==> src/rtl/tcm_axis_pkg.sv <==
// Shared definitions for the TCM AXI-Stream pattern source: FSM state encoding,
// data mode codes and the Galois LFSR step for x^32+x^22+x^2+x+1.
package tcm_axis_pkg;

    typedef enum logic [2:0] {
        ST_IDLE = 3'd0,
        ST_LOAD = 3'd1,
        ST_SEND = 3'd2,
        ST_GAP  = 3'd3,
        ST_DONE = 3'd4
    } state_t;

    localparam logic [1:0] MODE_INC   = 2'd0;
    localparam logic [1:0] MODE_LFSR  = 2'd1;
    localparam logic [1:0] MODE_CONST = 2'd2;

    localparam logic [31:0] LFSR_TAPS = 32'h80200003;

    // Right-shifting Galois form: the bit shifted out folds the tap mask back in.
    function automatic logic [31:0] lfsr_step(input logic [31:0] v);
        return {1'b0, v[31:1]} ^ (v[0] ? LFSR_TAPS : 32'h0);
    endfunction

endpackage

==> src/rtl/tcm_lfsr32.sv <==
// 32-bit Galois LFSR. load takes priority over advance; a zero seed becomes 1
// so the register never locks up in the all-zero state.
module tcm_lfsr32
    import tcm_axis_pkg::*;
(
    input  logic        clk,
    input  logic        rst_n,
    input  logic        load,
    input  logic        advance,
    input  logic [31:0] seed,
    output logic [31:0] value,
    output logic [31:0] next_value
);

    always_ff @(posedge clk or negedge rst_n) begin
        if (!rst_n) begin
            value <= 32'h0;
        end else if (load) begin
            value <= (seed == 32'h0) ? 32'h1 : seed;
        end else if (advance) begin
            value <= lfsr_step(value);
        end
    end

    assign next_value = lfsr_step(value);

endmodule

==> src/rtl/tcm_axis_pattern_src.sv <==
// AXI-Stream master producing bursts of incrementing, LFSR or constant words,
// framed with tlast and separated by a programmable number of idle cycles.
module tcm_axis_pattern_src
    import tcm_axis_pkg::*;
#(
    parameter int C_M_AXIS_TDATA_WIDTH = 32,
    parameter int C_LEN_WIDTH          = 16,
    parameter int C_GAP_WIDTH          = 8
) (
    input  logic                                m_axis_aclk,
    input  logic                                m_axis_aresetn,
    input  logic                                start,
    input  logic                                stop,
    input  logic [1:0]                          mode,
    input  logic [31:0]                         seed,
    input  logic [C_LEN_WIDTH-1:0]              burst_len,
    input  logic [C_LEN_WIDTH-1:0]              num_bursts,
    input  logic [C_GAP_WIDTH-1:0]              gap_cycles,
    output logic                                busy,
    output logic                                done,
    output logic [31:0]                         beat_count,
    output logic                                m_axis_tvalid,
    input  logic                                m_axis_tready,
    output logic [C_M_AXIS_TDATA_WIDTH-1:0]     m_axis_tdata,
    output logic [C_M_AXIS_TDATA_WIDTH/8-1:0]   m_axis_tstrb,
    output logic                                m_axis_tlast
);

    localparam int W  = C_M_AXIS_TDATA_WIDTH;
    localparam int LW = C_LEN_WIDTH;
    localparam int GW = C_GAP_WIDTH;
    localparam logic [LW-1:0] LEN_ONE = 1;
    localparam logic [GW-1:0] GAP_ONE = 1;

    state_t          state, state_next;
    logic [1:0]      mode_r;
    logic [31:0]     seed_r;
    logic [LW-1:0]   len_r, nb_r, beat_idx, burst_idx;
    logic [GW-1:0]   gap_r, gap_cnt;
    logic [31:0]     inc_r, beat_cnt_r;
    logic            tvalid_r, tlast_r, stop_pend;
    logic [W-1:0]    tdata_r;
    logic [31:0]     lfsr_value, lfsr_next;

    logic            xfer, run_end, gap_end;
    logic [1:0]      mode_norm;
    logic [LW-1:0]   len_eff;
    logic [31:0]     first_word, next_word, cur_word;

    tcm_lfsr32 u_lfsr (
        .clk        (m_axis_aclk),
        .rst_n      (m_axis_aresetn),
        .load       (state == ST_LOAD),
        .advance    (xfer),
        .seed       (seed),
        .value      (lfsr_value),
        .next_value (lfsr_next)
    );

    assign mode_norm  = (mode == MODE_LFSR || mode == MODE_CONST) ? mode : MODE_INC;
    assign len_eff    = (burst_len == '0) ? LEN_ONE : burst_len;
    assign first_word = (mode_norm == MODE_LFSR && seed == 32'h0) ? 32'h1 : seed;
    assign xfer       = tvalid_r & m_axis_tready;
    // stop_pend remembers a stop that rose and fell earlier in the burst.
    assign run_end    = (burst_idx == nb_r - LEN_ONE) | stop | stop_pend;
    assign gap_end    = (gap_cnt == gap_r - GAP_ONE);

    // cur_word is the pending beat's value; next_word is the one after a transfer.
    always_comb begin
        cur_word  = inc_r;
        next_word = inc_r + 32'd1;
        case (mode_r)
            MODE_LFSR: begin
                cur_word  = lfsr_value;
                next_word = lfsr_next;
            end
            MODE_CONST: begin
                cur_word  = seed_r;
                next_word = seed_r;
            end
            default: ;
        endcase
    end

    always_comb begin
        state_next = state;
        case (state)
            ST_IDLE: if (start) state_next = ST_LOAD;
            ST_LOAD: state_next = (num_bursts == '0) ? ST_DONE : ST_SEND;
            ST_SEND: begin
                if (xfer && tlast_r) begin
                    if (run_end)          state_next = ST_DONE;
                    else if (gap_r != '0) state_next = ST_GAP;
                end
            end
            ST_GAP: begin
                if (stop)         state_next = ST_DONE;
                else if (gap_end) state_next = ST_SEND;
            end
            ST_DONE: state_next = ST_IDLE;
            default: state_next = ST_IDLE;
        endcase
    end

    always_ff @(posedge m_axis_aclk or negedge m_axis_aresetn) begin
        if (!m_axis_aresetn) state <= ST_IDLE;
        else                 state <= state_next;
    end

    always_ff @(posedge m_axis_aclk or negedge m_axis_aresetn) begin
        if (!m_axis_aresetn) begin
            mode_r     <= MODE_INC;
            seed_r     <= '0;
            len_r      <= '0;
            nb_r       <= '0;
            gap_r      <= '0;
            beat_idx   <= '0;
            burst_idx  <= '0;
            gap_cnt    <= '0;
            inc_r      <= '0;
            beat_cnt_r <= '0;
            tvalid_r   <= 1'b0;
            tlast_r    <= 1'b0;
            tdata_r    <= '0;
            stop_pend  <= 1'b0;
        end else begin
            case (state)
                ST_LOAD: begin
                    mode_r     <= mode_norm;
                    seed_r     <= seed;
                    len_r      <= len_eff;
                    nb_r       <= num_bursts;
                    gap_r      <= gap_cycles;
                    beat_idx   <= '0;
                    burst_idx  <= '0;
                    gap_cnt    <= '0;
                    inc_r      <= seed;
                    beat_cnt_r <= '0;
                    stop_pend  <= 1'b0;
                    if (num_bursts != '0) begin
                        tvalid_r <= 1'b1;
                        tdata_r  <= first_word[W-1:0];
                        tlast_r  <= (len_eff == LEN_ONE);
                    end
                end
                ST_SEND: begin
                    if (stop) stop_pend <= 1'b1;
                    if (xfer) begin
                        beat_cnt_r <= beat_cnt_r + 32'd1;
                        inc_r      <= inc_r + 32'd1;
                        if (tlast_r) begin
                            beat_idx  <= '0;
                            burst_idx <= burst_idx + LEN_ONE;
                            gap_cnt   <= '0;
                            if (run_end || gap_r != '0) begin
                                tvalid_r <= 1'b0;
                                tlast_r  <= 1'b0;
                            end else begin
                                tdata_r <= next_word[W-1:0];
                                tlast_r <= (len_r == LEN_ONE);
                            end
                        end else begin
                            beat_idx <= beat_idx + LEN_ONE;
                            tdata_r  <= next_word[W-1:0];
                            tlast_r  <= (beat_idx + LEN_ONE == len_r - LEN_ONE);
                        end
                    end
                end
                ST_GAP: begin
                    gap_cnt <= gap_cnt + GAP_ONE;
                    if (!stop && gap_end) begin
                        tvalid_r <= 1'b1;
                        tdata_r  <= cur_word[W-1:0];
                        tlast_r  <= (len_r == LEN_ONE);
                    end
                end
                default: ;
            endcase
        end
    end

    assign busy          = (state == ST_LOAD) || (state == ST_SEND) || (state == ST_GAP);
    assign done          = (state == ST_DONE);
    assign beat_count    = beat_cnt_r;
    assign m_axis_tvalid = tvalid_r;
    assign m_axis_tdata  = tdata_r;
    assign m_axis_tlast  = tlast_r;
    assign m_axis_tstrb  = {(W/8){tvalid_r}};

endmodule

==> config.mk <==
export PLATFORM = sky130hd
export DESIGN_NAME = tcm_axis_pattern_src
export DESIGN_NICKNAME = d
export VERILOG_FILES = /design/src/rtl/tcm_axis_pkg.sv /design/src/rtl/tcm_lfsr32.sv /design/src/rtl/tcm_axis_pattern_src.sv
export SDC_FILE = /design/constraint.sdc
export NUM_CORES = 1
export LEC_CHECK = 0
export ABC_CLOCK_PERIOD_IN_PS = 8600
export BUFFER_PORTS_ARGS = -buffer_cell sky130_fd_sc_hd__buf_2
export CAP_MARGIN = 30
export CORE_MARGIN = 3
export CORE_UTILIZATION = 30
export DETAILED_ROUTE_END_ITERATION = 12
export PLACE_DENSITY = 0.53
export SYNTH_ARGS = -nofsm -noshare
export SYNTH_HDL_FRONTEND = slang
export SYNTH_HIERARCHICAL = 1
export SYNTH_SLANG_ARGS = --single-unit
==> constraint.sdc <==
create_clock -name m_axis_aclk -period 8.6 [get_ports m_axis_aclk]
set_input_delay 1.29 -clock m_axis_aclk [delete_from_list [all_inputs] [get_ports m_axis_aclk]]
set_output_delay 1.29 -clock m_axis_aclk [all_outputs]
set_load 0.1 [all_outputs]
==> metrics.txt, run 1 <==
Max stage delay on crit path=610 ps; status=complete, no violations; Hold WC Path Type=reg2reg; min-delay src=seed_r[17]$_DFFE_PN0P_; final RePlAce weighted congestion=0.8347; clk sink count=248; CTS Buffer Depth=3; Finished Layout Cells=around 2500; static leakage=7.549 nW; R2R depth=10; #FFs+latches synth=248; async set-reset flop share out of synthesis=100.0%; Worst setup EP type=flop; EDFF count, synth=0; multiplexer area fraction after synthesis=5.731%; Reg clk slew, reported paths=roughly 60 ps; I/O Buffers=150; Synth Instances=1782; Total GRT Usage=17.12%; clk_lat worst skew=590 ps; Syn Nets=1872; DRC=0; quantity of gates resized following cts=0; DRT Wirelength=46.73 mm; Distinct cells, synth=87; synth top area cells=dfrtp_1 40%, nand2_1 9.0%, o21ai_0 4.5%; final net count=1927; Post-Synth Simple-Gate Area=22.82%; Setup TNS=0 ps; Top FF cell, synth=dfrtp_1; largest family of logic cells by synthesized area=simple AND/OR/NAND/NOR gates; Max Slew Vio Count=0; share of post-route cells with drive strength above 1=15.79%; register area share after synthesis=approximately two fifths; Synth Cell Area=15330 µm²; Root Buffer=clkbuf_16; CP delay by family, top=simple AND/OR/NAND/NOR gates; post-synth top area cell=dfrtp_1; Critical-path top delay cell=inv_6; max cap viols=0; hold depth=2; WHS Endpoint=seed_r[17]$_DFFE_PN0P_; via count=between 10000 and 15000; Routed WL per cell=between 15 and 20 µm; TritonCTS Buffers=31; Critical Path RT=between 9000 and 10000 ps; CTS Hold Bufs=0; Worst slew margin=about a third; postcts setup bufs=0; Synth Area in Adders=0.8980%; crit path DAT=4180 ps; crit path buf inv count=2; Worst Tran Pin Value=a little under 1000 ps; mean post-synth cell area=about 8.6 µm²; Ports=between 150 and 200; DRT iter0 DRCs=roughly 1100; via density per instance=5.264; Final Skew=approximately 12 ps; Hold Vio Cnt, Final=0; Initial Util=around 30%; antenna violations before repair=5; placed cells=2475; Crit Path Max Fanout=approximately 120; Max VDD drop=~0.34 mV; Post-Synth XOR/XNOR Area=6.890%; Fmax=roughly 270 MHz; post-route ant nets=0; vias in the first global route=13080; chip width=232.0 µm; Core ar.=~50000 µm²; GR Overflow Total=0; cell mode on critical path=nor3_2; Ys Warns=6; total die area=53840 µm²; area share of the largest cell type after synthesis=between 40% and 50%; min Tclk post-route=3672 ps; CP Cell Sequence=buf_4 > or3b_4 > inv_6 > a21oi_4 > nor3_2 > nand2b_2 > nor3_2 > nand2_1 > or3_1 > a21oi_1; register-to-register setup slack=4930 ps; worst reg2reg endpoint=beat_count[27]$_DFFE_PN0P_; complex-gate fraction of the synthesized area=17.27%; Detailed Place HPWL=30.85 mm; first-pass GRT wire length=around 75 mm; DR pass1 iterations=5; Cell Pwr Density=417.6 nW/µm²; Area growth syn-to-layout=13.89%; die height=about 230 µm; Setup Viol. Count Final=0; Row Count=82; r2r startpoint=state[0]$_DFFE_PN0P_; crit path kind=reg2reg; CP Launch Type=flop; CTS tree=done; RSZ-0062 raised after global routing=no; largest net degree at the start of global routing=124; H-tree levels=1; period utilisation layout=42.69%
## layout make-up
| cell class | instances | area (µm²) |
|---|---|---|
| well taps | 672 | 840.8 |
| repair buffers | 168 | 910.9 |
| clock inverters | 18 | 257.7 |
| flip-flops and latches | 248 | 6206 |
| inverters | 34 | 132.6 |
| clock buffers | 40 | 849.6 |
| multi-input cells | 1354 | 8250 |
| fillers | 5240 | 32820 |
| diodes | 3 | 7.507 |
## through the flow
step	util (%)	total power [W]	area [µm²]	setup WS [ps]	hold WS [ps]
2_1_floorplan	-	0.005090	15330	5098	446.0
3_3_place_gp	32.44	0.005799	16310	4428	457.4
3_5_place_dp	32.46	0.005874	16320	4376	467.2
4_1_cts	34.67	0.007338	17430	4917	481.9
5_1_grt	34.71	0.007839	17450	4617	514.6
6_report	34.72	0.007290	17460	4928	478.9
## placed cells by master (no fill, tap or decap), types with 26 or more instances in the layout
cell and count:
nor2_1 125, xnor2_1 67, nor3_1 26, nor4_1 30, inv_1 29, xor2_1 51, dfrtp_1 248, a221oi_1 42
clkbuf_16 31, o21ai_0 138, a21oi_1 83, nand2_1 369, mux2i_1 39, nand3_1 44, nand4_1 32, buf_2 149
## registers in the layout (all words and copies together), names as in the netlist, 2 cells and up
register      cells
gap_cnt           8
gap_r             8
beat_count       32
beat_idx         16
inc_r            32
u_lfsr/value     32
mode_r            2
len_r            16
nb_r             16
burst_idx        16
seed_r           32
m_axis_tdata     32
state             3
## routing by layer
layer / vias up / GRT usage (%) / share of wire (%)
li1: 6404 / - / -
met1: 6504 / 23.62 / 45
met2: 376 / 27.64 / 46
met3: 68 / 3.140 / 6.6
met4: 4 / 4.396 / 2.5
met5: - / 0 / 0.030
## Yosys cell counts (30+ instances only)
| master | count |
|---|---|
| nand3_1 | 44 |
| nor2_1 | 125 |
| a21oi_1 | 83 |
| nand2_1 | 369 |
| dfrtp_1 | 248 |
| mux2i_1 | 39 |
| xor2_1 | 51 |
| xnor2_1 | 67 |
| clkbuf_1 | 90 |
| a221oi_1 | 42 |
| buf_4 | 36 |
| nand4_1 | 32 |
| o21ai_0 | 138 |
| nor4_1 | 30 |
| inv_1 | 30 |
## worst reg2reg max path: stages, from the launching register on
cell and delay, ps:
dfrtp_1 320, buf_4 490, or3b_4 500, inv_6 610, a21oi_4 160, nor3_2 340, nand2b_2 200, nor3_2 330
nand2_1 180, or3_1 330, a21oi_1 140
## power by group
part	internal (W)	switching, W	leakage (nW)	total [W]
clock	0.000876	0.000546	0.551	0.00142
combinational	0.00125	0.00249	3.88	0.00374
sequential	0.00161	0.000518	3.12	0.00212
## worst max-delay path by stage
| stage | slack [ps] | cells after the start | start | endpoint |
|---|---|---|---|---|
| 6_report | 4930 | 10 | state[0]$_DFFE_PN0P_ | beat_count[27]$_DFFE_PN0P_ |
| 4_1_cts | 4920 | 10 | state[0]$_DFFE_PN0P_ | beat_count[27]$_DFFE_PN0P_ |
| 5_1_grt | 4620 | 10 | state[0]$_DFFE_PN0P_ | beat_count[27]$_DFFE_PN0P_ |
| 2_1_floorplan | 5100 | 4 | state[0]$_DFFE_PN0P_ | busy |
| 3_3_place_gp | 4430 | 9 | num_bursts[10] | m_axis_tdata[0]$_DFFE_PN0P_ |
| 3_5_place_dp | 4380 | 9 | num_bursts[10] | m_axis_tdata[0]$_DFFE_PN0P_ |
## kinds of logic after synthesis
kind of cell / after synthesis
multiplexers: 74
flip-flops: 248
AO/OA/AOI/OAI: 409
AND/OR/NAND/NOR: 741
adder cells (fa/ha/maj): 11
XOR/XNOR: 119
buffers and inverters: 180
No activity file was read; power rests on OpenSTA's default activity.
==> run 2, diff against run 1 <==
--- a/config.mk
+++ b/config.mk
@@ -5,7 +5,8 @@
 export SDC_FILE = /design/constraint.sdc
 export NUM_CORES = 1
 export LEC_CHECK = 0
-export ABC_CLOCK_PERIOD_IN_PS = 8600
+export ABC_AREA = 1
+export ABC_CLOCK_PERIOD_IN_PS = 3500
 export BUFFER_PORTS_ARGS = -buffer_cell sky130_fd_sc_hd__buf_2
 export CAP_MARGIN = 30
 export CORE_MARGIN = 3
==> constraint.sdc (replaced) <==
create_clock -name m_axis_aclk -period 3.5 [get_ports m_axis_aclk]
set_input_delay 0.525 -clock m_axis_aclk [delete_from_list [all_inputs] [get_ports m_axis_aclk]]
set_output_delay 0.525 -clock m_axis_aclk [all_outputs]
set_load 0.1 [all_outputs]
==> run 2 against run 1 <==
First-iteration DRC count grew 4.2%. Die area rose by 2.2%. Critical path type unchanged. Cell area rose by 3.2%. Global-route usage is 1.1 points higher. Register-to-register slack got worse by 4200 ps. Largest cell class unchanged. Critical path depth rose by 5. Sequential power up 140%. Synthesized cell count grew 26%. Wire length increased by 9.2%. Area after synthesis grew 2.3%. Utilization rose by 0.26 points. Final cell count grew 20%.
==> metrics.txt, run 2 <==
clk sink count=248; Worst Slack Setup Final=roughly 770 ps; worst reg2reg endpoint=m_axis_tdata[8]$_DFFE_PN0P_; chip width=around 230 µm; Distinct cells, synth=52; via count=approximately 15000; Hold WC Path Type=in2reg; CTS Hold Bufs=1; Core ar.=51510 µm²; register-to-register setup slack=770 ps; max cap viols=0; async set-reset flop share out of synthesis=100.0%; Final Skew=9.600 ps; RSZ-0062 raised after global routing=no; Area growth syn-to-layout=14.93%; register area=approximately 6200 µm²; CP Cell Sequence=inv_1 > ha_1 > nand2_1 > nor2_1 > nand2_1 > xor2_1 > xor2_1 > nor3_1 > nand2_1 > nand2_1 > nand3_1 > clkinv_1 > nand2_2 > nand2_1 > nand2_1; crit path kind=reg2reg; GR Overflow Total=0; Worst Tran Pin Value=~830 ps; period utilisation layout=about 80%; hold depth=3; first-pass GRT wire length=81.28 mm; Hold Vio Cnt, Final=0; die height=234.6 µm; antenna fix cells=0; most common cell in the netlist=nand2_1; synth top area cells=dfrtp_1 40%, nand2_1 18%, nand3_1 6.6%; status=complete, no violations; area share of the largest cell type after synthesis=39.59%; I/O Buffers=150; Fmax=about 370 MHz; EDFF count, synth=0; static leakage=approximately 8.4 nW; commonest non-fill, non-tap cells in the layout=740 x nand2_1, 248 x dfrtp_1, 206 x nand3_1, 179 x nor2_1, 175 x inv_1; cell mode on critical path=nand2_1; Post-synth top cells=740 x nand2_1, 248 x dfrtp_1, 206 x nand3_1; most common cell after layout, fill and taps aside=nand2_1; Worst setup EP type=flop; Reg clk slew, reported paths=around 60 ps; register area share after synthesis=39.59%; placed cells=2978; CTS tree=done; Critical Path RT=4000 ps; DP Worst Slack=779.9 ps; Crit Path Max Fanout=32; Routed WL per cell=16.83 µm; CP Launch Type=flop; mean post-synth cell area=6.970 µm²; Max VDD drop=0.4763 mV; area of the multi-input gates=8118 µm²; TritonCTS Buffers=30; Max Slew Vio Count=0; DR pass1 iterations=5; Synth Cell Area=15680 µm²; Ports=151; #FFs+latches synth=248; Critical-path top delay cell=nand2_2; vias in the first global route=14620; Detailed Place HPWL=36.79 mm; r2r startpoint=gap_r[0]$_DFFE_PN0P_; Setup TNS=0 ps; Total GRT Usage=between 15 and 20%; WHS Endpoint=gap_r[5]$_DFFE_PN0P_; quantity of gates resized following cts=0; postcts setup bufs=0; Row Count=83; Initial Util=around 30%; DRC=0; Synth Instances=2249; final RePlAce weighted congestion=~0.90; largest net degree at the start of global routing=82; Setup Viol. Count Final=0; H-tree levels=1; Syn Nets=about 2300; crit path DAT=3230 ps; Final Util=34.98%; Layout fillers=5524; Root Buffer=clkbuf_16; Cell Pwr Density=~990 nW/µm²; Top FF cell, synth=dfrtp_1; clk_lat worst skew=570 ps; min Tclk post-route=2728 ps; final net count=2421; post-route ant nets=0; Max stage delay on crit path=roughly 480 ps; Ys Warns=6; total power=around 0.018 W; DRT Wirelength=approximately 51 mm; min-delay src=gap_cycles[5]; total die area=55030 µm²; DRT iter0 DRCs=1147; CTS Buffer Depth=3; share of post-route cells with drive strength above 1=11.69%; antenna violations before repair=0; R2R depth=15; via density per instance=roughly 5; Worst slew margin=44.38%; Finished Layout Cells=3032; post-synth top area cell=dfrtp_1
[run 2: cell type report]
class                           count  area share [%]
Clock inverter                     15           1.458
Tap cell                          680           4.722
Timing Repair Buffer              179           5.653
Clock buffer                       38           4.785
Sequential cell                   248           34.44
Inverter                          186           3.882
Multi-Input combinational cell   1686           45.06
[run 2: worst max-delay path by stage]
stage	start	endpoint	slack, ps	cells past startpoint
floorplan	m_axis_tvalid$_DFFE_PN0P_	beat_count[25]$_DFFE_PN0P_	690	14
global placement	state[1]$_DFFE_PN0P_	m_axis_tdata[24]$_DFFE_PN0P_	860	9
detailed placement	gap_r[0]$_DFFE_PN0P_	m_axis_tdata[8]$_DFFE_PN0P_	780	15
CTS	gap_r[0]$_DFFE_PN0P_	m_axis_tdata[8]$_DFFE_PN0P_	750	15
global route	nb_r[0]$_DFFE_PN0P_	m_axis_tdata[20]$_DFFE_PN0P_	370	16
finish	gap_r[0]$_DFFE_PN0P_	m_axis_tdata[8]$_DFFE_PN0P_	770	15
[run 2: where the power goes]
group / switching (W) / total (W) / internal (W)
logic: 0.00681 / 0.00931 / 0.00251
clock network: 0.00131 / 0.00355 / 0.00224
registers: 0.00110 / 0.00505 / 0.00395
[run 2: kinds of logic after synthesis]
logic type,Yosys count,share of synthesized area [%]
simple gates,1283,35.24
compound gates,324,11.68
buf+inv,315,8.732
flops,248,39.59
xor+xnor,68,3.887
fa+ha+maj,11,0.8780
[run 2: metrics by stage]
stage | hold WS (ps) | cell area, µm²
2_1_floorplan | 229.4 | 15680
3_3_place_gp | 455.6 | 16860
3_5_place_dp | 455.5 | 16880
4_1_cts | 131.9 | 18020
5_1_grt | 160.2 | 18020
6_report | 168.0 | 18020
[run 2: metal layers]
layer,track usage [%],vias to the layer above,part of all wire [%]
met5,0,-,0
met4,4.734,0,2.1
met3,2.650,75,5.8
met2,28.88,409,45
met1,26.12,7237,48
li1,-,7519,-
[run 2: critical path: cells and delay by family (launching register included)]
family        cells  cell delay, ps
fa+ha+maj         1             200
flops             1             370
buf+inv           2             310
xor+xnor          2             350
simple gates     10            1420
